[src/rtl/cpu_pkg.sv]
// Shared CPU definitions used by the register-file scoreboard.
// Holds the register index width, the hard-wired zero register index and
// the width and maximum value of each pending-write counter.
package cpu_pkg;

  localparam int REG_IDX_W = 5;
  localparam logic [REG_IDX_W-1:0] REG_ZERO = 5'd0;

  localparam int SB_CNT_W = 2;
  localparam logic [SB_CNT_W-1:0] SB_CNT_MAX = 2'd3;

endpackage

[src/rtl/grf_sb_cell.sv]
// One pending-write counter of the scoreboard, covering a single
// architectural register.
// Ports:
//   clk         rising-edge clock
//   reset       asynchronous active-low reset
//   inc_i       an accepted issue targets this register
//   dec_i       a writeback retires to this register
//   clr_i       synchronous clear, overrides inc/dec
//   cnt_o       current number of in-flight writes
//   busy_o      counter is non-zero
//   underflow_o writeback arrived while the counter was already zero
module grf_sb_cell
  import cpu_pkg::*;
#(
  parameter int CNT_W = SB_CNT_W
) (
  input  logic             clk,
  input  logic             reset,
  input  logic             inc_i,
  input  logic             dec_i,
  input  logic             clr_i,
  output logic [CNT_W-1:0] cnt_o,
  output logic             busy_o,
  output logic             underflow_o
);

  localparam logic [CNT_W-1:0] CntMax = {CNT_W{1'b1}};

  logic [CNT_W-1:0] cnt_q, cnt_d;
  logic             incOk, decOk;

  // Guards keep the counter inside its range even if the issue gating upstream
  // were ever bypassed; a dec at zero is reported instead of wrapping.
  always_comb begin
    incOk = inc_i & (cnt_q != CntMax);
    decOk = dec_i & (cnt_q != '0);
    cnt_d = cnt_q;
    if (clr_i) begin
      cnt_d = '0;
    end else if (incOk && !decOk) begin
      cnt_d = cnt_q + CNT_W'(1);
    end else if (decOk && !incOk) begin
      cnt_d = cnt_q - CNT_W'(1);
    end
  end

  always_ff @(posedge clk or negedge reset) begin
    if (!reset) begin
      cnt_q <= '0;
    end else begin
      cnt_q <= cnt_d;
    end
  end

  assign cnt_o       = cnt_q;
  assign busy_o      = (cnt_q != '0);
  assign underflow_o = dec_i & (cnt_q == '0);

endmodule

[src/rtl/grf_scoreboard.sv]
// Hazard scoreboard for the 32x32 general register file. Counts in-flight
// writes per register and holds decode issue until every read source has
// no outstanding write and the destination counter has room.
// Ports:
//   clk, reset          clock, asynchronous active-low reset
//   issue_*             decode issue handshake and operand fields
//   wb_valid, wb_rd     writeback retirement from the W stage
//   flush               synchronous clear of all pending writes
//   busy_mask           per-register busy flags (bit 0 always 0)
//   stall_cycles        saturating count of stalled issue cycles
//   err_underflow       sticky flag: writeback with nothing pending
module grf_scoreboard
  import cpu_pkg::*;
#(
  parameter int NREG   = 32,
  parameter int CNT_W  = SB_CNT_W,
  parameter int PERF_W = 32
) (
  input  logic                 clk,
  input  logic                 reset,
  input  logic                 issue_valid,
  output logic                 issue_ready,
  input  logic [REG_IDX_W-1:0] issue_rs,
  input  logic                 issue_rs_used,
  input  logic [REG_IDX_W-1:0] issue_rt,
  input  logic                 issue_rt_used,
  input  logic [REG_IDX_W-1:0] issue_rd,
  input  logic                 issue_we,
  input  logic                 wb_valid,
  input  logic [REG_IDX_W-1:0] wb_rd,
  input  logic                 flush,
  output logic [NREG-1:0]      busy_mask,
  output logic [PERF_W-1:0]    stall_cycles,
  output logic                 err_underflow
);

  localparam logic [CNT_W-1:0] CntMax = {CNT_W{1'b1}};

  logic [CNT_W-1:0]  cntVec [NREG];
  logic [NREG-1:0]   ufVec;
  logic              hazardRs, hazardRt, sat, accept;
  logic [PERF_W-1:0] stall_q, stall_d;
  logic              err_q, err_d;

  // Register 0 has no counter: it reads as idle and can never underflow.
  assign cntVec[0]    = '0;
  assign busy_mask[0] = 1'b0;
  assign ufVec[0]     = 1'b0;

  for (genvar r = 1; r < NREG; r++) begin : gCell
    grf_sb_cell #(.CNT_W(CNT_W)) uCell (
      .clk         (clk),
      .reset       (reset),
      .inc_i       (accept & issue_we & (issue_rd == REG_IDX_W'(r))),
      .dec_i       (wb_valid & (wb_rd == REG_IDX_W'(r))),
      .clr_i       (flush),
      .cnt_o       (cntVec[r]),
      .busy_o      (busy_mask[r]),
      .underflow_o (ufVec[r])
    );
  end

  // Ready looks only at registered counts, so a same-cycle writeback does not
  // release a stall until the following cycle.
  always_comb begin
    hazardRs    = issue_rs_used & (issue_rs != REG_ZERO) & (cntVec[issue_rs] != '0);
    hazardRt    = issue_rt_used & (issue_rt != REG_ZERO) & (cntVec[issue_rt] != '0);
    sat         = issue_we & (issue_rd != REG_ZERO) & (cntVec[issue_rd] == CntMax);
    issue_ready = !(hazardRs | hazardRt | sat);
    accept      = issue_valid & issue_ready;
  end

  // Stall counter saturates at all-ones; the error flag only clears on reset.
  always_comb begin
    stall_d = stall_q;
    if (issue_valid && !issue_ready && (stall_q != '1)) begin
      stall_d = stall_q + PERF_W'(1);
    end
    err_d = err_q | (|ufVec);
  end

  always_ff @(posedge clk or negedge reset) begin
    if (!reset) begin
      stall_q <= '0;
      err_q   <= 1'b0;
    end else begin
      stall_q <= stall_d;
      err_q   <= err_d;
    end
  end

  assign stall_cycles  = stall_q;
  assign err_underflow = err_q;

endmodule

[config.mk]
export PLATFORM = sky130hd
export DESIGN_NAME = grf_scoreboard
export DESIGN_NICKNAME = d
export VERILOG_FILES = /design/src/rtl/cpu_pkg.sv /design/src/rtl/grf_sb_cell.sv /design/src/rtl/grf_scoreboard.sv
export SDC_FILE = /design/constraint.sdc
export NUM_CORES = 1
export LEC_CHECK = 0
export ABC_CLOCK_PERIOD_IN_PS = 7200
export CAP_MARGIN = 20
export CORE_AREA = 4 4 187 143
export DETAILED_ROUTE_END_ITERATION = 8
export DIE_AREA = 0 0 191 147
export HOLD_SLACK_MARGIN = 0.15
export PLACE_DENSITY_LB_ADDON = 0.05
export SYNTH_ARGS = -nofsm -noshare
export SYNTH_HDL_FRONTEND = slang
export SYNTH_SLANG_ARGS = --single-unit
[constraint.sdc]
create_clock -name clk -period 7.2 [get_ports clk]
set_clock_uncertainty 0.15 [all_clocks]
set_input_delay 0.72 -clock clk [delete_from_list [all_inputs] [get_ports clk]]
set_output_delay 0.72 -clock clk [all_outputs]
set_load 0.05 [all_outputs]
==> metrics.md <==
| Metric | Value |
|---|---|
| Sink Count | 95 |
| Final period util | 0.769 |
| Worst vdd ir | 116 uV |
| Max Slew Vio Count | 0 |
| Synth unique cells | 83 |
| Top-Level Pins | between 90 and 100 |
| Worst-path clk slew | 0.06 ns |
| Core box area | around 0.025 mm^2 |
| Hold Vio Cnt, Final | 0 |
| R2r startpoint | gCell[27].uCell.cnt_o[1] |
| Worst-skew pair later-pin latency | ~0.36 ns |
| Initial Util | 0.297 |
| Leak Pwr | between 0.003 and 0.004 uW |
| Setup Viol. Count Final | 0 |
| Fin Setup TNS | 0 ns |
| Finished Cell Area | just under 0.009 mm^2 |
| CP arrival | between 4 and 5 ns |
| Actual slew at the worst max-slew pin | approximately 1.2 ns |
| Post-synthesis register bit count | 95 |
| Switch Pwr | ~430 uW |
| Status | finished, final reports clean |
| Die Wd | ~190 um |
| Crit path largest cell delay | ~1.1 ns |
| Seq pwr share | 0.430 |
| Worst R2R Path Depth | 10 |
| Cell Rows | 50 |
| Clock share of power | 0.359 |
| Crit end category | output port |
| Layout area overhead | 17.0% |
| Layout Utilization | 0.348 |
| Initial DRT Pass Iterations | 5 |
| Cell Area, Synth | 0.00738 mm^2 |
| Postcts setup bufs | 0 |
| Avg Inst Size Synth | about 8.3 um^2 |
| First-pass GRT wire length | roughly 44000 um |
| CP max stage cell | clkdlybuf4s50_1 |
| I/O Buffers | 92 |
| Crit-path most repeated cell | buf_4 |
| Placed cell count | around 1.2k |
| PostCTS Resize Cnt | 0 |
| Clk root buf | clkbuf_16 |
| CP Depth | 10 |
| Crit path cell chain | clkdlybuf4s50_1, mux4_2, mux2_2, nand4_1, o31ai_1, a211oi_4, buf_4, nand2_2, inv_1, buf_4 |
| Max_cap viols | 0 |
| Data required, critical path | ~6.3 ns |
| Largest net degree at the start of global routing | between 60 and 70 |
| Part of the Yosys area used for sequential elements | 0.322 |
| Asr flop ratio synth | 1.00 |
| Hold_buf cts | 0 |
| Buf+Inv Stages, Crit Path | 4 |
| Post-synth net total | 914 |
| Die Ht | around 150 um |
| Startpoint Class | input pin |
| Clk buf depth | 2 |
| Count of inserted antenna diode cells | 0 |
| Worst r2r dst | gCell[27].uCell.cnt_o[1] |
| Worst Path Max Fanout | 30 |
| Die area | between 0.02 and 0.03 mm^2 |
| Min Clock Period, post-route | roughly 5.5 ns |
| Initial antenna violation count | 1 |
| Gate power share | 0.211 |
| Number of global-route vias before repair | 6517 |
| Routed len/inst | between 20 and 25 um |
| All-Layer GR Usage | 0.206 |
| Synth Flop Type | dfrtp_1 |
| CTS tree | built |
| Peak Freq | 0.181 GHz |
| Critical path's top delay family | buffers and inverters |
| CP Class | input pin to output port |
| Post-DP Area | approximately 0.0084 mm^2 |
| Grt ovf | 0 |
| DRT Wirelength | between 20000 and 30000 um |
| Post-route non-filler standard cell count | about 1.3k |
| Max-slew headroom | 0.230 |
| Cells after Synth | slightly below 900 |
| Sw Share | 0.326 |
| Inserted Clock Buffers | 9 |
| Power Density | ~150 mW/mm^2 |
| H-tree depth | 3 |
| DRC viols | 0 |
| Vias per cell | around 5.6 |
| ANT nets after route | 0 |
| Vias | approximately 7.1k |
| Number of enable flip-flop cells after synthesis | 0 |
| Routability Congestion | 0.874 |
| Synth warnings | 0 |
| Reg2reg setup slack | between 3 and 4 ns |
| Nets | between 900 and 1k |
| Share of cells above drive strength 1 | 0.0788 |
| RSZ-0062 raised after global routing | no |
| Detailed Place HPWL | roughly 22000 um |
| P_int | 889 uW |
| DR iter-0 viols | 836 |
| Hold crit path type | input pin to asynchronous set/reset pin |
power groups by stage:
| stage | logic [uW] | registers [uW] | clock network (uW) |
|---|---|---|---|
| final | 279 | 567 | 473 |
| after global routing | 298 | 569 | 512 |
| after CTS | 279 | 567 | 489 |
| after detailed placement | 278 | 578 | 0 |
| after global placement | 277 | 578 | 0 |
| after floorplan | 129 | 621 | 0 |
per-layer routing:
layer | global-route usage | part of all wire | routed length [um]
met1 | 0.327 | 0.50 | 14600
met2 | 0.265 | 0.39 | 11400
met3 | 0.0667 | 0.094 | 2730
met4 | 0.0413 | 0.014 | 407
met5 | 0 | 0 | 0
stage by stage:
| step | setup slack (ns) | power, uW | hold WS [ns] |
|---|---|---|---|
| final | 1.66 | 1320 | 0.179 |
| after global routing | 1.41 | 1380 | 0.207 |
| after CTS | 1.65 | 1340 | 0.194 |
| after detailed placement | 1.70 | 856 | 0.337 |
| after global placement | 1.76 | 856 | 0.337 |
| after floorplan | 3.60 | 750 | 0.274 |
cells in the mapped netlist, types with 8 or more instances:
cell      instances  area [um^2]
o21ai_0          19         95.1
a21oi_1          62          310
nor4_1           10         62.6
a211oi_1         20          150
clkbuf_1         27          101
nor2b_1          12         75.1
xnor2_1          36          315
nor2_1           76          285
and2_1           15         93.8
mux4_2           15          338
nand4_1          35          219
nor3b_1          12         90.1
inv_1            35          131
buf_2            13         65.1
o31ai_1           8         60.1
or2_2            13         81.3
dfrtp_1          95         2380
buf_4            35          263
nand3_1          34          170
nand2_1          73          274
and3_1            9         56.3
a31oi_1           8         50.1
nand2b_1         12         75.1
or3_1             9         56.3
nor3_1           37          185
worst reg2reg max path, delay by kind of cell (launching register included):
kind / cells / cell delay (ns)
AND/OR/NAND/NOR: 3 / 0.89
flip-flops: 1 / 0.50
AO/OA/AOI/OAI: 4 / 0.98
buffers and inverters: 2 / 0.98
multiplexers: 1 / 0.48
cells by family after synthesis:
logic type,after synthesis,synth area share
AO/OA/AOI/OAI,217,0.207
XOR/XNOR,39,0.0463
adder cells (fa/ha/maj),1,0.00169
buffers and inverters,118,0.0810
flip-flops,95,0.322
multiplexers,28,0.0647
other,1,0.000508
AND/OR/NAND/NOR,386,0.277
cell usage in the layout, fill, tap and decap left out, drive strengths merged, types with 8 or more instances in the layout:
cell / netlist / routed
a211oi: 21 / 21
a21oi: 63 / 63
a31oi: 8 / 8
and2: 16 / 16
and3: 9 / 9
buf: 54 / 17
clkbuf: 27 / 14
clkdlybuf4s50: 0 / 89
dfrtp: 95 / 95
inv: 35 / 35
mux2: 8 / 8
mux4: 15 / 15
nand2: 74 / 74
nand2b: 12 / 12
nand3: 35 / 35
nand4: 35 / 35
nor2: 76 / 76
nor2b: 12 / 12
nor3: 37 / 37
nor3b: 12 / 12
nor4: 10 / 10
o21ai: 19 / 19
o31ai: 8 / 8
or2: 17 / 17
or3: 9 / 9
xnor2: 36 / 36
sequential cells by signal, indices dropped and copies added (netlist names):
signal and count:
err_underflow 1, gCell.uCell.cnt_o 62, stall_cycles 32
worst max path at each step:
stage / start / to / slack, ns
after floorplan: issue_rd[0] / issue_ready / 3.60
after global placement: issue_rd[0] / issue_ready / 1.76
after detailed placement: issue_rd[0] / issue_ready / 1.70
after CTS: issue_rd[0] / issue_ready / 1.65
after global routing: issue_rd[0] / issue_ready / 1.41
final: issue_rd[0] / issue_ready / 1.66
area by class of cell:
class / count / area [um^2]
Clock buffer: 14 / 264
Clock inverter: 2 / 15.0
Fill cell: 2647 / 16200
Inverter: 37 / 139
Multi-Input combinational cell: 672 / 4410
Sequential cell: 95 / 2380
Tap cell: 338 / 423
Timing Repair Buffer: 106 / 1020
Power figures use the tool's default switching activity.
